File: src/rtl/music_track_sequencer.sv
// Fixed-priority music track scheduler: arbitrates track requests onto one
// note-event ROM and one playnote channel, pacing events with a tempo tick enable.
//
// state   | meaning
// --------+---------------------------------------------------------------
// IDLE    | no owner; grant the highest-priority pending track
// FETCH   | rom_addr presented, waiting for the synchronous ROM
// LOAD    | rom_q valid: latch note/enable/delay, bump the event offset
// WAIT    | count tempo ticks until the event's delay has elapsed
// ADVANCE | step to the next event, or to END after the last one
// END     | done pulse, note off; loop back to base or release the channel
module music_track_sequencer #(
  parameter int NUM_TRACKS  = 3,
  parameter int ADDR_BITS   = 10,
  parameter int NOTE_BITS   = 7,
  parameter int DELAY_BITS  = 12,
  parameter int NOTE_OFFSET = 0,
  localparam int TRACK_BITS = (NUM_TRACKS > 1) ? $clog2(NUM_TRACKS) : 1,
  localparam int ROM_BITS   = 1 + NOTE_BITS + DELAY_BITS
) (
  input  logic                            clk,
  input  logic                            reset,
  input  logic                            tick,
  input  logic [NUM_TRACKS-1:0]           req,
  input  logic [NUM_TRACKS-1:0]           loop_mask,
  input  logic [NUM_TRACKS*ADDR_BITS-1:0] track_base,
  input  logic [NUM_TRACKS*ADDR_BITS-1:0] track_len,
  output logic [ADDR_BITS-1:0]            rom_addr,
  input  logic [ROM_BITS-1:0]             rom_q,
  output logic [NOTE_BITS-1:0]            note_out,
  output logic                            note_on_out,
  output logic                            active_valid,
  output logic [TRACK_BITS-1:0]           active_track,
  output logic                            done
);

  typedef enum logic [2:0] {
    S_IDLE,
    S_FETCH,
    S_LOAD,
    S_WAIT,
    S_ADVANCE,
    S_END
  } state_t;

  state_t state, state_n;

  logic [ADDR_BITS-1:0]  rom_addr_n;
  logic [NOTE_BITS-1:0]  note_n;
  logic                  note_on_n;
  logic                  valid_n;
  logic [TRACK_BITS-1:0] track_n;
  logic                  done_n;
  logic [ADDR_BITS-1:0]  offset, offset_n;
  logic [DELAY_BITS-1:0] delay_cnt, delay_cnt_n;
  logic [DELAY_BITS-1:0] delay_tgt, delay_tgt_n;
  logic [NUM_TRACKS-1:0] spent, spent_n;

  logic [ADDR_BITS-1:0] base_arr [NUM_TRACKS];
  logic [ADDR_BITS-1:0] len_arr  [NUM_TRACKS];

  for (genvar g = 0; g < NUM_TRACKS; g++) begin : g_unpack
    assign base_arr[g] = track_base[g*ADDR_BITS +: ADDR_BITS];
    assign len_arr[g]  = track_len[g*ADDR_BITS +: ADDR_BITS];
  end

  logic                  q_on;
  logic [NOTE_BITS-1:0]  q_note;
  logic [DELAY_BITS-1:0] q_delay;

  assign q_on    = rom_q[ROM_BITS-1];
  assign q_note  = rom_q[DELAY_BITS +: NOTE_BITS];
  assign q_delay = rom_q[DELAY_BITS-1:0];

  // Ascending scan: the last qualifying index, i.e. the highest priority, wins.
  logic                  win_valid;
  logic [TRACK_BITS-1:0] win_idx;

  always_comb begin
    win_valid = 1'b0;
    win_idx   = '0;
    for (int i = 0; i < NUM_TRACKS; i++) begin
      if (req[i] && !spent[i]) begin
        win_valid = 1'b1;
        win_idx   = TRACK_BITS'(i);
      end
    end
  end

  logic [ADDR_BITS-1:0]  act_base, act_len, win_base, win_len;
  logic [DELAY_BITS-1:0] cnt_inc;
  logic                  preempt;

  assign act_base = base_arr[active_track];
  assign act_len  = len_arr[active_track];
  assign win_base = base_arr[win_idx];
  assign win_len  = len_arr[win_idx];
  assign cnt_inc  = delay_cnt + DELAY_BITS'(1);
  assign preempt  = !win_valid || (win_idx != active_track);

  always_comb begin
    state_n     = state;
    rom_addr_n  = rom_addr;
    note_n      = note_out;
    note_on_n   = note_on_out;
    valid_n     = active_valid;
    track_n     = active_track;
    offset_n    = offset;
    delay_cnt_n = delay_cnt;
    delay_tgt_n = delay_tgt;
    spent_n     = spent;

    // END is never interrupted so a finishing track always reports done.
    if ((state inside {S_FETCH, S_LOAD, S_WAIT, S_ADVANCE}) && preempt) begin
      state_n   = S_IDLE;
      note_on_n = 1'b0;
      valid_n   = 1'b0;
    end else begin
      case (state)
        S_IDLE: begin
          if (win_valid) begin
            track_n    = win_idx;
            valid_n    = 1'b1;
            offset_n   = '0;
            rom_addr_n = win_base;
            state_n    = (win_len == '0) ? S_END : S_FETCH;
          end
        end
        S_FETCH: state_n = S_LOAD;
        S_LOAD: begin
          note_n      = q_note + NOTE_BITS'(NOTE_OFFSET);
          note_on_n   = q_on;
          delay_cnt_n = '0;
          delay_tgt_n = q_delay;
          offset_n    = offset + ADDR_BITS'(1);
          state_n     = (q_delay == '0) ? S_ADVANCE : S_WAIT;
        end
        S_WAIT: begin
          if (tick) begin
            delay_cnt_n = cnt_inc;
            if (cnt_inc == delay_tgt) state_n = S_ADVANCE;
          end
        end
        S_ADVANCE: begin
          if (offset == act_len) begin
            state_n = S_END;
          end else begin
            rom_addr_n = act_base + offset;
            state_n    = S_FETCH;
          end
        end
        S_END: begin
          if (loop_mask[active_track]) begin
            offset_n   = '0;
            rom_addr_n = act_base;
            state_n    = S_FETCH;
          end else begin
            spent_n[active_track] = 1'b1;
            valid_n               = 1'b0;
            state_n               = S_IDLE;
          end
        end
        default: state_n = S_IDLE;
      endcase
    end

    // Entering END silences the channel for the END cycle itself.
    if (state_n == S_END) note_on_n = 1'b0;
    done_n = (state_n == S_END);

    // A dropped request re-arms its track, overriding a same-cycle spent set.
    for (int i = 0; i < NUM_TRACKS; i++) begin
      if (!req[i]) spent_n[i] = 1'b0;
    end
  end

  always_ff @(posedge clk) begin
    if (reset) begin
      state        <= S_IDLE;
      rom_addr     <= '0;
      note_out     <= '0;
      note_on_out  <= 1'b0;
      active_valid <= 1'b0;
      active_track <= '0;
      done         <= 1'b0;
      offset       <= '0;
      delay_cnt    <= '0;
      delay_tgt    <= '0;
      spent        <= '0;
    end else begin
      state        <= state_n;
      rom_addr     <= rom_addr_n;
      note_out     <= note_n;
      note_on_out  <= note_on_n;
      active_valid <= valid_n;
      active_track <= track_n;
      done         <= done_n;
      offset       <= offset_n;
      delay_cnt    <= delay_cnt_n;
      delay_tgt    <= delay_tgt_n;
      spent        <= spent_n;
    end
  end

endmodule
File: config.mk
export PLATFORM = sky130hd
export DESIGN_NAME = music_track_sequencer
export DESIGN_NICKNAME = d
export VERILOG_FILES = /design/src/rtl/music_track_sequencer.sv
export SDC_FILE = /design/constraint.sdc
export NUM_CORES = 1
export LEC_CHECK = 0
export CAP_MARGIN = 10
export CORE_MARGIN = 2
export CORE_UTILIZATION = 30
export CTS_CLUSTER_DIAMETER = 120
export CTS_CLUSTER_SIZE = 28
export DETAILED_ROUTE_END_ITERATION = 12
export PLACE_DENSITY = 0.55
export SYNTH_ARGS = -nofsm -noshare
export SYNTH_HDL_FRONTEND = slang
export SYNTH_SLANG_ARGS = --single-unit
File: constraint.sdc
create_clock -name clk -period 3.75 [get_ports clk]
set_input_delay 0.5625 -clock clk [delete_from_list [all_inputs] [get_ports clk]]
set_output_delay 0.5625 -clock clk [all_outputs]
set_load 0.05 [all_outputs]
# Yosys cells after proc, flatten, opt, wreduce, memory -nomap -nowiden
# Index checks and enable logic that the tools add are counted.
# W data, S select, Z words.
# word_totals
ff_bits,62
output_inout_bits,22
word_cells,114
# classes
addsub,3
magnitude_cmp,4
eq_ne,14
mux,42
bitwise_logic,8
n_reduce_logical,30
# op_table
op,count
$mux W10,13
$bmux W10 S2,4
$pmux W10 S3,2
$pmux W12 S2,1
$mux W3,7
$pmux W3 S6,1
$add A12 B1 Y12 const B,1
$eq A12 B12 Y1,1
$logic_not A12 Y1,1
$mux W12,1
$reduce_and A3 Y1,4
$add A10 B1 Y10 const B,1
$add A10 B10 Y10,1
$eq A10 B10 Y1,1
$logic_not A10 Y1,1
$ne A2 B2 Y1 const B,5
$eq A3 B3 Y1 const B,3
$mux W1,9
$reduce_or A2 Y1,4
$eq A3 B2 Y1 const B,2
$ge A3 B3 Y1 const B,2
$not A2 Y3,2
$reduce_bool A3 Y1,2
$logic_and A1 B1 Y1,5
19 further kinds,27

# Logic depth before layout (Yosys ltp)
# depth
word_depth,15
depth_mapped,15
ltp_nobuf,12

# Least setup slack after synthesis
# Ideal clock, no wire load.
# synth_path
kind,reg-to-reg
from,reg active_track[0]
to,reg rom_addr[8]
setup_ps,116
arrival_ps,3329
required_ps,3634
path_slack_ps,305
path_stages_with_launch,15
n_path_buf,3
period_less_slack_ps,3445
cell_sequence,dfxtp_1 -> buf_6 -> buf_4 -> buf_2 -> mux2i_1 -> o21ai_0 -> ha_1 -> fa_1 -> nand3_1 -> a21boi_0 -> or4_1 -> a31oi_1 -> xor2_1 -> o21ai_0 -> a41o_1
# synth_between
elab_chain_cells,7
elab_cells_between_ends,21
classes_between,add/sub (1); eq/ne (4); mux (11); bitwise (2); reduce/logical (3)
# synth_lines
element,line,source
"start, declared",33,"output logic [TRACK_BITS-1:0] active_track,"
"start signal, assigned",196,active_track <= track_n;
$not A2 Y3 (implied by the code),"94, 95",
$bmux W10 S2 (on tied branches),"94, 95",
$mux W10 (on tied branches) (2 in a row),"94, 95",
$add A10 B10 Y10 or $eq A10 B10 Y1 (tied branches),"148, 145",
$mux W10 or $ne A2 B2 Y1 (tied branches),n/a,
$pmux W10 S3 or $reduce_and A5 Y1 (tied branches),n/a,
"end signal, assigned",192,rom_addr <= rom_addr_n;
"end, declared",28,"output logic [ADDR_BITS-1:0] rom_addr,"
# Several ways; a longest one is shown, not always the timed one. The select of a mux whose other input is x is not followed.
# A chain may end at the register's enable or synchronous reset.

# Worst setup path in the final report
# Same ends and word-level chain as after synthesis.

==> results_dict.tcl <==
set metrics [dict create \
    drt_iter0_drc 233 \
    via_count 4834 \
    cts.sinks 62 \
    holdPathStages 2 \
    drt.antenna.violating_nets 0 \
    clock_skew_ns 0.00959 \
    fin_util_pct 40.8 \
    power.density_nw_per_um2 489 \
    hold_viol_final 0 \
    cts_setup_buffers 0 \
    grt_overflow 0 \
    crit_buf_inv 1 \
    die_h_um 128 \
    critPathLaunchType "flop" \
    fill_cells 1562 \
    crit_fanout 20 \
    max-vdd-ir-drop_mv 0.263 \
    ys_ff_latch 62 \
    cts.hold.buffers_added 0 \
    worstSetupPathType "flop to flop" \
    final_nets 793 \
    required_ns 3.97 \
    wirelength_mm 15.4 \
    drc 0 \
    core_area_um2 15100 \
    syn_area_um2 4600 \
    final_cells 885 \
    die_w_um 128 \
    via_per_inst 5.46 \
    arrival_ns 3.45 \
    avgSynthCellArea_um2 7.73 \
    tritoncts "yes" \
    dp_hpwl_mm 11.6 \
    insertion_delay_ns 0.34 \
    wire_per_inst_um 17.3 \
    maxCapViolCount 0 \
    cp_num_cells 13 \
    fmax_mhz 310 \
    cts_max_path_buffers 2 \
    slowest_delay_ns 0.55 \
    path_delay_family "compound AO/OA/AOI/OAI gates" \
    critPathSlowestCell "dfxtp_1" \
    syn-num-nets 696 \
    worstMarginPinSlew_ns 1.03 \
    grt_pass1_vias 4732 \
    status "finished, final reports clean" \
    grt_first_pass_wirelength_mm 24.2 \
    synthArstFlopShare_pct 0 \
    slew_headroom_pct 31.5 \
    grt_max_degree 52 \
    grt.total_usage_pct 18.8 \
    hold_class "flop to flop" \
    postLayoutSetupSlackWorst_ns 0.520 \
    port_buffers 110 \
    start_util_pct 30.5 \
    cts_resized 0 \
    routabilityCongestion 0.934 \
    p_leak_nw 2.18 \
    yosys_warnings 0 \
    antenna_found_initial 0 \
    syn_inst 595 \
    cp_common_cell "o21ai_0" \
    multi_input_area_um2 3140 \
    rsz0062_at_grt "no" \
    ios 111 \
    path_clk_slew_ns 0.05 \
    synth-edff-count 0 \
    die_area_um2 16300 \
    place_ws_ns 0.310 \
    drive_gt1_share_pct 5.88 \
    synthFlopType "dfxtp_1" \
    post-route-period-util_pct 86.1 \
    rows 45 \
    regArea_um2 1240 \
    fin_setup_tns_ns 0 \
    antenna_cells 0 \
    critPathCaptureType "flop" \
    syn2layout_area_growth_pct 33.7 \
    synth_cell_types 68 \
    period_needed_ns 3.23 \
    slew_viol_final 0 \
    htreeDepth 3 \
    cts_made_buffers 9 \
    worst-r2r-setup-slack_ns 0.52 \
    dp.cells 869 \
    firstDrtPassIters 5 \
    yosysSeqAreaShare_pct 27.0 \
    path_cells "nor2b_1 > buf_4 > nand2_1 > o21ai_0 > ha_1 > fa_1 > nand3_1 > a21boi_0 > or4_1 > a31oi_1 > xor2_1 > o21ai_0 > a41o_1" \
    rr_worst_depth 13 \
    cts_root_buffer "clkbuf_16" \
    setup_viol 0 \
]
-- metal layers --
layer / wire (um) / global-route usage (%)
met1: 6780 / 23.7
met2: 7390 / 32.2
met3: 843 / 3.63
met4: 330 / 5.95
met5: 0 / 0
-- worst paths after layout --
path                         from     endpoint
setup / recovery  active_track[0]  rom_addr[8]
hold / removal        rom_addr[4]  rom_addr[4]
setup reg to reg  active_track[0]  rom_addr[8]
hold reg to reg       rom_addr[4]  rom_addr[4]
-- metrics by stage --
stage / hold WS [ns] / cell area, um2 / total power (W)
after floorplan: 0.469 / 4600 / 0.00174
after global placement: 0.475 / 5840 / 0.00215
after detailed placement: 0.482 / 5840 / 0.00217
after CTS: 0.490 / 6150 / 0.00303
after global routing: 0.515 / 6150 / 0.00319
final: 0.483 / 6150 / 0.00301
-- final cells by class --
| class | instances | share of cell area, % |
|---|---|---|
| Clock buffer | 10 | 3.89 |
| Clock inverter | 6 | 1.14 |
| Timing Repair Buffer | 124 | 19.5 |
| Inverter | 7 | 0.427 |
| Tap cell | 188 | 3.82 |
| Sequential cell | 62 | 20.2 |
| Multi-Input combinational cell | 488 | 51.0 |
-- sequential cells by signal (all words and copies together), names as in the netlist --
| name | flops |
|---|---|
| done | 1 |
| rom_addr | 10 |
| delay_cnt | 12 |
| delay_tgt | 12 |
| spent | 3 |
| note_out | 7 |
| active_track | 2 |
| offset | 10 |
| note_on_out | 1 |
| active_valid | 1 |
| state | 3 |
-- worst register-to-register path, delay by kind of cell (launching register included) --
family / cells / cell delay [ns]
compound gates: 5 / 0.80
xor+xnor: 1 / 0.16
fa+ha+maj: 2 / 0.65
buf+inv: 1 / 0.24
flops: 1 / 0.55
simple gates: 4 / 0.73
-- where the power goes --
group	internal, W	switching [W]
Clock	0.000536	0.000316
Combinational	0.000495	0.000829
Sequential	0.000741	0.0000899
-- cell families (layout without fill, tap and decap cells) --
kind of cell / count (synthesis) / after routing / synth area share (%)
buf+inv: 45 / 147 / 4.84
compound gates: 153 / 153 / 21.6
mux: 44 / 44 / 9.63
flops: 62 / 62 / 27.0
fa+ha+maj: 12 / 12 / 3.43
simple gates: 246 / 246 / 27.3
xor+xnor: 33 / 33 / 6.28
-- synth_stat cells (11+ instances only) --
| master | count | share of area (%) |
|---|---|---|
| xor2_1 | 12 | 2.3 |
| nor4_1 | 13 | 1.8 |
| clkbuf_1 | 16 | 1.3 |
| buf_2 | 13 | 1.4 |
| nand3_1 | 12 | 1.3 |
| dfxtp_1 | 62 | 27 |
| nand2b_1 | 13 | 1.8 |
| a21oi_1 | 43 | 4.7 |
| a211oi_1 | 13 | 2.1 |
| mux2i_1 | 42 | 9.1 |
| xnor2_1 | 21 | 4.0 |
| o21ai_0 | 41 | 4.5 |
| nand2_1 | 55 | 4.5 |
| nor2_1 | 70 | 5.7 |
| nor3_1 | 17 | 1.8 |
| ha_1 | 11 | 3.0 |
-- cell usage in the layout (no fill, tap or decap), types with 3 or more instances in the layout --
cell,count
clkbuf_16,9
or3_1,6
a21o_1,3
clkinv_4,3
nand2b_1,13
o211ai_1,6
nand4_1,9
nor3_1,17
xor2_1,12
a21boi_0,3
nor2b_1,9
nand2_1,55
mux2i_1,42
nor4_1,13
xnor2_1,21
a21oi_1,43
and3_1,10
nand3b_1,8
nor2_1,69
nor4b_1,3
inv_1,7
a31oi_1,7
a211oi_1,13
o2bb2ai_1,5
dfxtp_1,62
ha_1,11
o21ai_0,41
a311oi_1,4
buf_4,14
nand3_1,12
or4_1,4
clkdlybuf4s50_1,109
o211a_1,4
(Power assumes the default switching activity.)
